$ cat src/rtl/mem_port_arbiter.sv
// rtl/mem_port_arbiter.sv - shares one single-port word memory between a fetch (I) and a data (D) requester
// Define MEM_ARB_STATS_EN to add grant and wait-cycle statistics outputs.
module mem_port_arbiter #(
  parameter int LATENCY      = 2,
  parameter int STARVE_LIMIT = 4
) (
  input  logic        clk,
  input  logic        reset,
  input  logic        i_req,
  input  logic [31:0] i_addr,
  output logic        i_done,
  output logic [31:0] i_rdata,
  input  logic        d_req,
  input  logic        d_we,
  input  logic [31:0] d_addr,
  input  logic [31:0] d_wdata,
  output logic        d_done,
  output logic [31:0] d_rdata,
  output logic [31:0] mem_addr,
  output logic [31:0] mem_din,
  output logic        mem_read,
  output logic        mem_write,
  input  logic [31:0] mem_dout
`ifdef MEM_ARB_STATS_EN
  ,
  output logic [31:0] stat_i_grants,
  output logic [31:0] stat_d_grants,
  output logic [31:0] stat_wait_cycles
`endif
);

  localparam int CW = $clog2(LATENCY + 1);
  localparam int SW = (STARVE_LIMIT > 0) ? $clog2(STARVE_LIMIT + 1) : 1;

  typedef enum logic [1:0] {ST_IDLE, ST_BUSY, ST_DONE} state_e;
  typedef enum logic [1:0] {OWN_NONE, OWN_I, OWN_D} owner_e;

  state_e        state_q, state_d;
  owner_e        owner_q, owner_d;
  logic [CW-1:0] cnt_q, cnt_d;
  logic [SW-1:0] starve_q, starve_d;
  logic [31:0]   addr_q, addr_d;
  logic          we_q, we_d;
  logic [31:0]   wdata_q, wdata_d;
  logic [31:0]   i_rdata_q, i_rdata_d;
  logic [31:0]   d_rdata_q, d_rdata_d;
  logic          i_done_q, i_done_d;
  logic          d_done_q, d_done_d;

  logic starve_hit;
  logic grant_i;
  logic grant_d;
  logic last_cycle;

  // With STARVE_LIMIT = 0 the counter stays at 0, so I wins every tie.
  assign starve_hit = (starve_q == SW'(STARVE_LIMIT));
  assign grant_i    = (state_q == ST_IDLE) && i_req && (!d_req || starve_hit);
  assign grant_d    = (state_q == ST_IDLE) && d_req && !grant_i;
  assign last_cycle = (cnt_q == CW'(1));

  always_comb begin
    state_d   = state_q;
    owner_d   = owner_q;
    cnt_d     = cnt_q;
    starve_d  = starve_q;
    addr_d    = addr_q;
    we_d      = we_q;
    wdata_d   = wdata_q;
    i_rdata_d = i_rdata_q;
    d_rdata_d = d_rdata_q;
    i_done_d  = 1'b0;
    d_done_d  = 1'b0;

    case (state_q)
      ST_IDLE: begin
        if (grant_i) begin
          owner_d  = OWN_I;
          addr_d   = i_addr;
          we_d     = 1'b0;
          starve_d = '0;
          cnt_d    = CW'(LATENCY);
          state_d  = ST_BUSY;
        end else if (grant_d) begin
          owner_d = OWN_D;
          addr_d  = d_addr;
          we_d    = d_we;
          wdata_d = d_wdata;
          if (i_req && !starve_hit) begin
            starve_d = starve_q + SW'(1);
          end
          cnt_d   = CW'(LATENCY);
          state_d = ST_BUSY;
        end
      end
      ST_BUSY: begin
        cnt_d = cnt_q - CW'(1);
        if (last_cycle) begin
          state_d = ST_DONE;
          if (owner_q == OWN_I) begin
            i_done_d  = 1'b1;
            i_rdata_d = mem_dout;
          end else begin
            d_done_d = 1'b1;
            if (!we_q) begin
              d_rdata_d = mem_dout;
            end
          end
        end
      end
      ST_DONE: begin
        owner_d = OWN_NONE;
        state_d = ST_IDLE;
      end
      default: begin
        owner_d = OWN_NONE;
        state_d = ST_IDLE;
      end
    endcase
  end

  always_ff @(posedge clk) begin
    if (reset) begin
      state_q   <= ST_IDLE;
      owner_q   <= OWN_NONE;
      cnt_q     <= '0;
      starve_q  <= '0;
      addr_q    <= '0;
      we_q      <= 1'b0;
      wdata_q   <= '0;
      i_rdata_q <= '0;
      d_rdata_q <= '0;
      i_done_q  <= 1'b0;
      d_done_q  <= 1'b0;
    end else begin
      state_q   <= state_d;
      owner_q   <= owner_d;
      cnt_q     <= cnt_d;
      starve_q  <= starve_d;
      addr_q    <= addr_d;
      we_q      <= we_d;
      wdata_q   <= wdata_d;
      i_rdata_q <= i_rdata_d;
      d_rdata_q <= d_rdata_d;
      i_done_q  <= i_done_d;
      d_done_q  <= d_done_d;
    end
  end

  // Address and write data stay on the bus between accesses; only the enables qualify them.
  assign mem_addr  = addr_q;
  assign mem_din   = wdata_q;
  assign mem_read  = (state_q == ST_BUSY) && !we_q;
  assign mem_write = (state_q == ST_BUSY) && we_q && last_cycle;
  assign i_done    = i_done_q;
  assign d_done    = d_done_q;
  assign i_rdata   = i_rdata_q;
  assign d_rdata   = d_rdata_q;

`ifdef MEM_ARB_STATS_EN
  logic [31:0] stat_i_q, stat_i_d;
  logic [31:0] stat_d_q, stat_d_d;
  logic [31:0] stat_w_q, stat_w_d;

  always_comb begin
    stat_i_d = stat_i_q + {31'd0, grant_i};
    stat_d_d = stat_d_q + {31'd0, grant_d};
    stat_w_d = stat_w_q + {31'd0, i_req && (owner_q != OWN_I)}
                        + {31'd0, d_req && (owner_q != OWN_D)};
  end

  always_ff @(posedge clk) begin
    if (reset) begin
      stat_i_q <= '0;
      stat_d_q <= '0;
      stat_w_q <= '0;
    end else begin
      stat_i_q <= stat_i_d;
      stat_d_q <= stat_d_d;
      stat_w_q <= stat_w_d;
    end
  end

  assign stat_i_grants    = stat_i_q;
  assign stat_d_grants    = stat_d_q;
  assign stat_wait_cycles = stat_w_q;
`endif

endmodule

$ cat config.mk
export PLATFORM = sky130hd
export DESIGN_NAME = mem_port_arbiter
export DESIGN_NICKNAME = d
export VERILOG_FILES = /design/src/rtl/mem_port_arbiter.sv
export SDC_FILE = /design/constraint.sdc
export NUM_CORES = 1
export LEC_CHECK = 0
export ABC_AREA = 1
export CORE_MARGIN = 2
export CORE_UTILIZATION = 35
export DETAILED_ROUTE_END_ITERATION = 16
export HOLD_SLACK_MARGIN = 0.1
export PLACE_DENSITY_LB_ADDON = 0.08
export SLEW_MARGIN = 15
export SYNTH_ARGS = -nofsm -noshare
export SYNTH_HDL_FRONTEND = slang
export SYNTH_SLANG_ARGS = --single-unit
$ cat constraint.sdc
create_clock -name clk -period 1.9 [get_ports clk]
set_clock_uncertainty 0.2 [all_clocks]
set_input_delay 0.19 -clock clk [delete_from_list [all_inputs] [get_ports clk]]
set_output_delay 0.19 -clock clk [all_outputs]
set_load 0.1 [all_outputs]
==> flow_metrics.tcl <==
set metrics [dict create \
    crit_slowest_cell "dfxtp_1" \
    final_layout_size_suffix_gt1_share_pct 18.5 \
    syn-num-nets 974 \
    vias 5945 \
    required_ns 1.51 \
    pre_cts_ws_ns 0.0630 \
    power.internal_mw 6.22 \
    clkSlewWorstSetupHoldPaths_ns 0.06 \
    cts_buffers 17 \
    worstPathArrival_ns 1.39 \
    drc 0 \
    drt_iter0_drc 212 \
    dieArea_sq_mm 0.0177 \
    insertion_delay_ns 0.41 \
    die_h_microns 133 \
    first_pass_iters 4 \
    max_freq_ghz 0.560 \
    share_seq_of_total_power_pct 33.7 \
    slew-limit-headroom_pct 75.6 \
    endpoint "mem_write" \
    fin_ws_ns 0.116 \
    p_sw_share_pct 35.9 \
    rr_endpoint "mem_din[9]" \
    critPathLaunchType "flop" \
    syn_area_per_cell_sq_um 6.97 \
    cp_top_family "flip-flops" \
    path_cells "nand2_4 > inv_1 > nand2_1 > nor2_2 > buf_12" \
    ys_seq_area_share_pct 48.0 \
    yosysUniqueCellTypes 26 \
    instances_no_fill 1325 \
    cp_max_fo 7 \
    placement.io_buffers 264 \
    rr_startpoint "starve_q[0]" \
    leakagePower_nw 4.33 \
    grt.busiest_layer "met2" \
    post_cts_buffers 0 \
    reg2regPathDepth 10 \
    setup.worst_path.class "flop to primary output" \
    ctsHoldBuffers 0 \
    cts-resized-gates 0 \
    grtUsageMet2_pct 30.9 \
    htreeDepth 4 \
    status "completed" \
    rsz0062_at_grt "no" \
    grt_max_degree 55 \
    grt_pass1_wl_microns 27500 \
    post-place-cells 1293 \
    ioPinCount 265 \
    wirelength_microns 17300 \
    cts_tree "yes" \
    met3_usage_pct 6.74 \
    p_clk_share_pct 36.4 \
    synthCells 838 \
    start_util_pct 35.5 \
    period_needed_ns 1.78 \
    syn_area_sq_mm 0.00584 \
    finalMaxSlewViolations 0 \
    clock-sinks 140 \
    met1_usage_pct 23.9 \
    core_sq_mm 0.0165 \
    vdd_ir_drop_max_uv 654 \
    maxCapViolCount 0 \
    setup_tns_ns 0 \
    p_sw_mw 3.49 \
    cp.depth 5 \
    grt_pass1_vias 5458 \
    nets 1228 \
    dieWidth_microns 133 \
    startpoint "state_q[0]" \
    num_rows 47 \
    place_congestion 0.810 \
    track_usage_pct 19.3 \
    fin_crit_sh_pct 93.9 \
    via_per_inst 4.49 \
    synthArstFlopShare_pct 0 \
    cts_max_path_buffers 2 \
    area_delta_synth_final_pct 57.0 \
    worstSetupEndpointType "primary output" \
    placed_area_sq_mm 0.00854 \
    cts_root_buf "clkbuf_16" \
    ant_nets 0 \
    dp_hpwl_microns 12300 \
    finalHoldViolCount 0 \
    critical_path_buf_inv_count 2 \
    overflow 0 \
    synth_ff_type "dfxtp_1" \
    synth_edf_count 0 \
    setup_viol 0 \
    diodes 0 \
    tightest_slew_ns 0.366 \
    wl_per_cell_microns 13.1 \
    yosys_warnings 0 \
    p_per_area_mw_per_mm2 1060 \
    synth-seq-cells 140 \
    regToRegSetupSlack_ns 0.21 \
    p_comb_share_pct 29.9 \
    antenna_found_initial 0 \
    cpPeakStageDelay_ns 0.41 \
    stdcell_area_sq_mm 0.00918 \
    hp-class "input port to flop" \
]
## power by group through the flow
| stage | clock network (mW) | logic, mW | registers [mW] |
|---|---|---|---|
| after global routing | 3.76 | 3.08 | 3.30 |
| final | 3.53 | 2.91 | 3.27 |
| after floorplan | 0 | 0.696 | 4.69 |
| after detailed placement | 0 | 2.92 | 3.33 |
| after global placement | 0 | 2.91 | 3.33 |
| after CTS | 3.62 | 2.92 | 3.27 |
## worst register-to-register path, delay by kind of cell, from the launching register on
family,cells,cell delay [ns]
buf+inv,3,0.32
fa+ha+maj,1,0.18
simple gates,6,0.57
flops,1,0.37
## area by class of cell
type / count / area [sq um]
clock inverters: 13 / 190
fillers: 1636 / 7290
multi-input cells: 528 / 2360
flip-flops and latches: 140 / 2800
inverters: 115 / 432
repair buffers: 290 / 2670
clock buffers: 19 / 443
well taps: 220 / 275
## cells in the mapped netlist (2+ instances only)
library cell	instances	share of area (%)
o21ai_1	4	0.34
ha_1	3	0.64
nand3_1	65	5.6
buf_2	21	1.8
clkbuf_1	27	1.7
buf_6	3	0.58
nand2_2	3	0.32
inv_1	109	7.0
dfxtp_1	140	48
nand4_1	32	3.4
nand2_1	110	7.1
o21ai_0	65	5.6
a21oi_1	36	3.1
nor3_1	2	0.17
buf_1	3	0.19
nor2_1	199	13
nor2_2	2	0.21
inv_2	6	0.39
## stage by stage
step	util, %	power (mW)	hold WS (ns)
after floorplan	-	5.39	0.138
after global placement	51.9	6.24	0.246
after detailed placement	51.9	6.25	0.251
after CTS	55.7	9.81	0.136
after global routing	55.7	10.1	0.156
final	55.7	9.70	0.158
## cell usage in the layout, fill, tap and decap left out, types with 4 or more instances in the layout
cell | netlist | final
clkdlybuf4s50_1 | 0 | 132
nand3_1 | 65 | 65
o21ai_1 | 4 | 4
bufinv_16 | 0 | 4
clkbuf_16 | 0 | 17
inv_2 | 6 | 6
clkinvlp_4 | 0 | 4
dfxtp_1 | 140 | 140
a21oi_1 | 36 | 36
nor2_1 | 199 | 198
nand2_1 | 110 | 110
o21ai_0 | 65 | 65
buf_4 | 1 | 145
nand4_1 | 32 | 32
buf_12 | 0 | 13
inv_1 | 109 | 109
## routing by layer
metal	routed length (microns)	vias to the layer above	part of all wire, %
li1	-	3122	-
met1	7720	2602	45
met2	7850	198	45
met3	1390	23	8.0
met4	378	0	2.2
met5	0	-	0
## flip-flops by register name, summed over array words and instances (netlist names)
| name | count |
|---|---|
| i_done | 1 |
| mem_addr | 32 |
| d_rdata | 32 |
| i_rdata | 32 |
| owner_q | 2 |
| d_done | 1 |
| cnt_q | 2 |
| we_q | 1 |
| state_q | 2 |
| starve_q | 3 |
| mem_din | 32 |
## worst min path at each step
stage,start,to,cells past startpoint,slack (ns)
after floorplan,mem_dout[1],d_rdata[1],2,0.14
after global placement,cnt_q[1],cnt_q[1],2,0.25
after detailed placement,cnt_q[0],cnt_q[0],1,0.25
after CTS,d_we,we_q,3,0.14
after global routing,d_we,we_q,3,0.16
final,d_we,we_q,3,0.16
## cells by family (layout without fill, tap and decap cells)
kind of cell,count (synthesis),count (layout),synth area share (%)
flops,140,140,48.0
fa+ha+maj,3,3,0.642
simple gates,417,417,30.2
buf+inv,170,437,11.8
xor+xnor,1,1,0.150
compound gates,107,107,9.27
(Power assumes the default switching activity.)
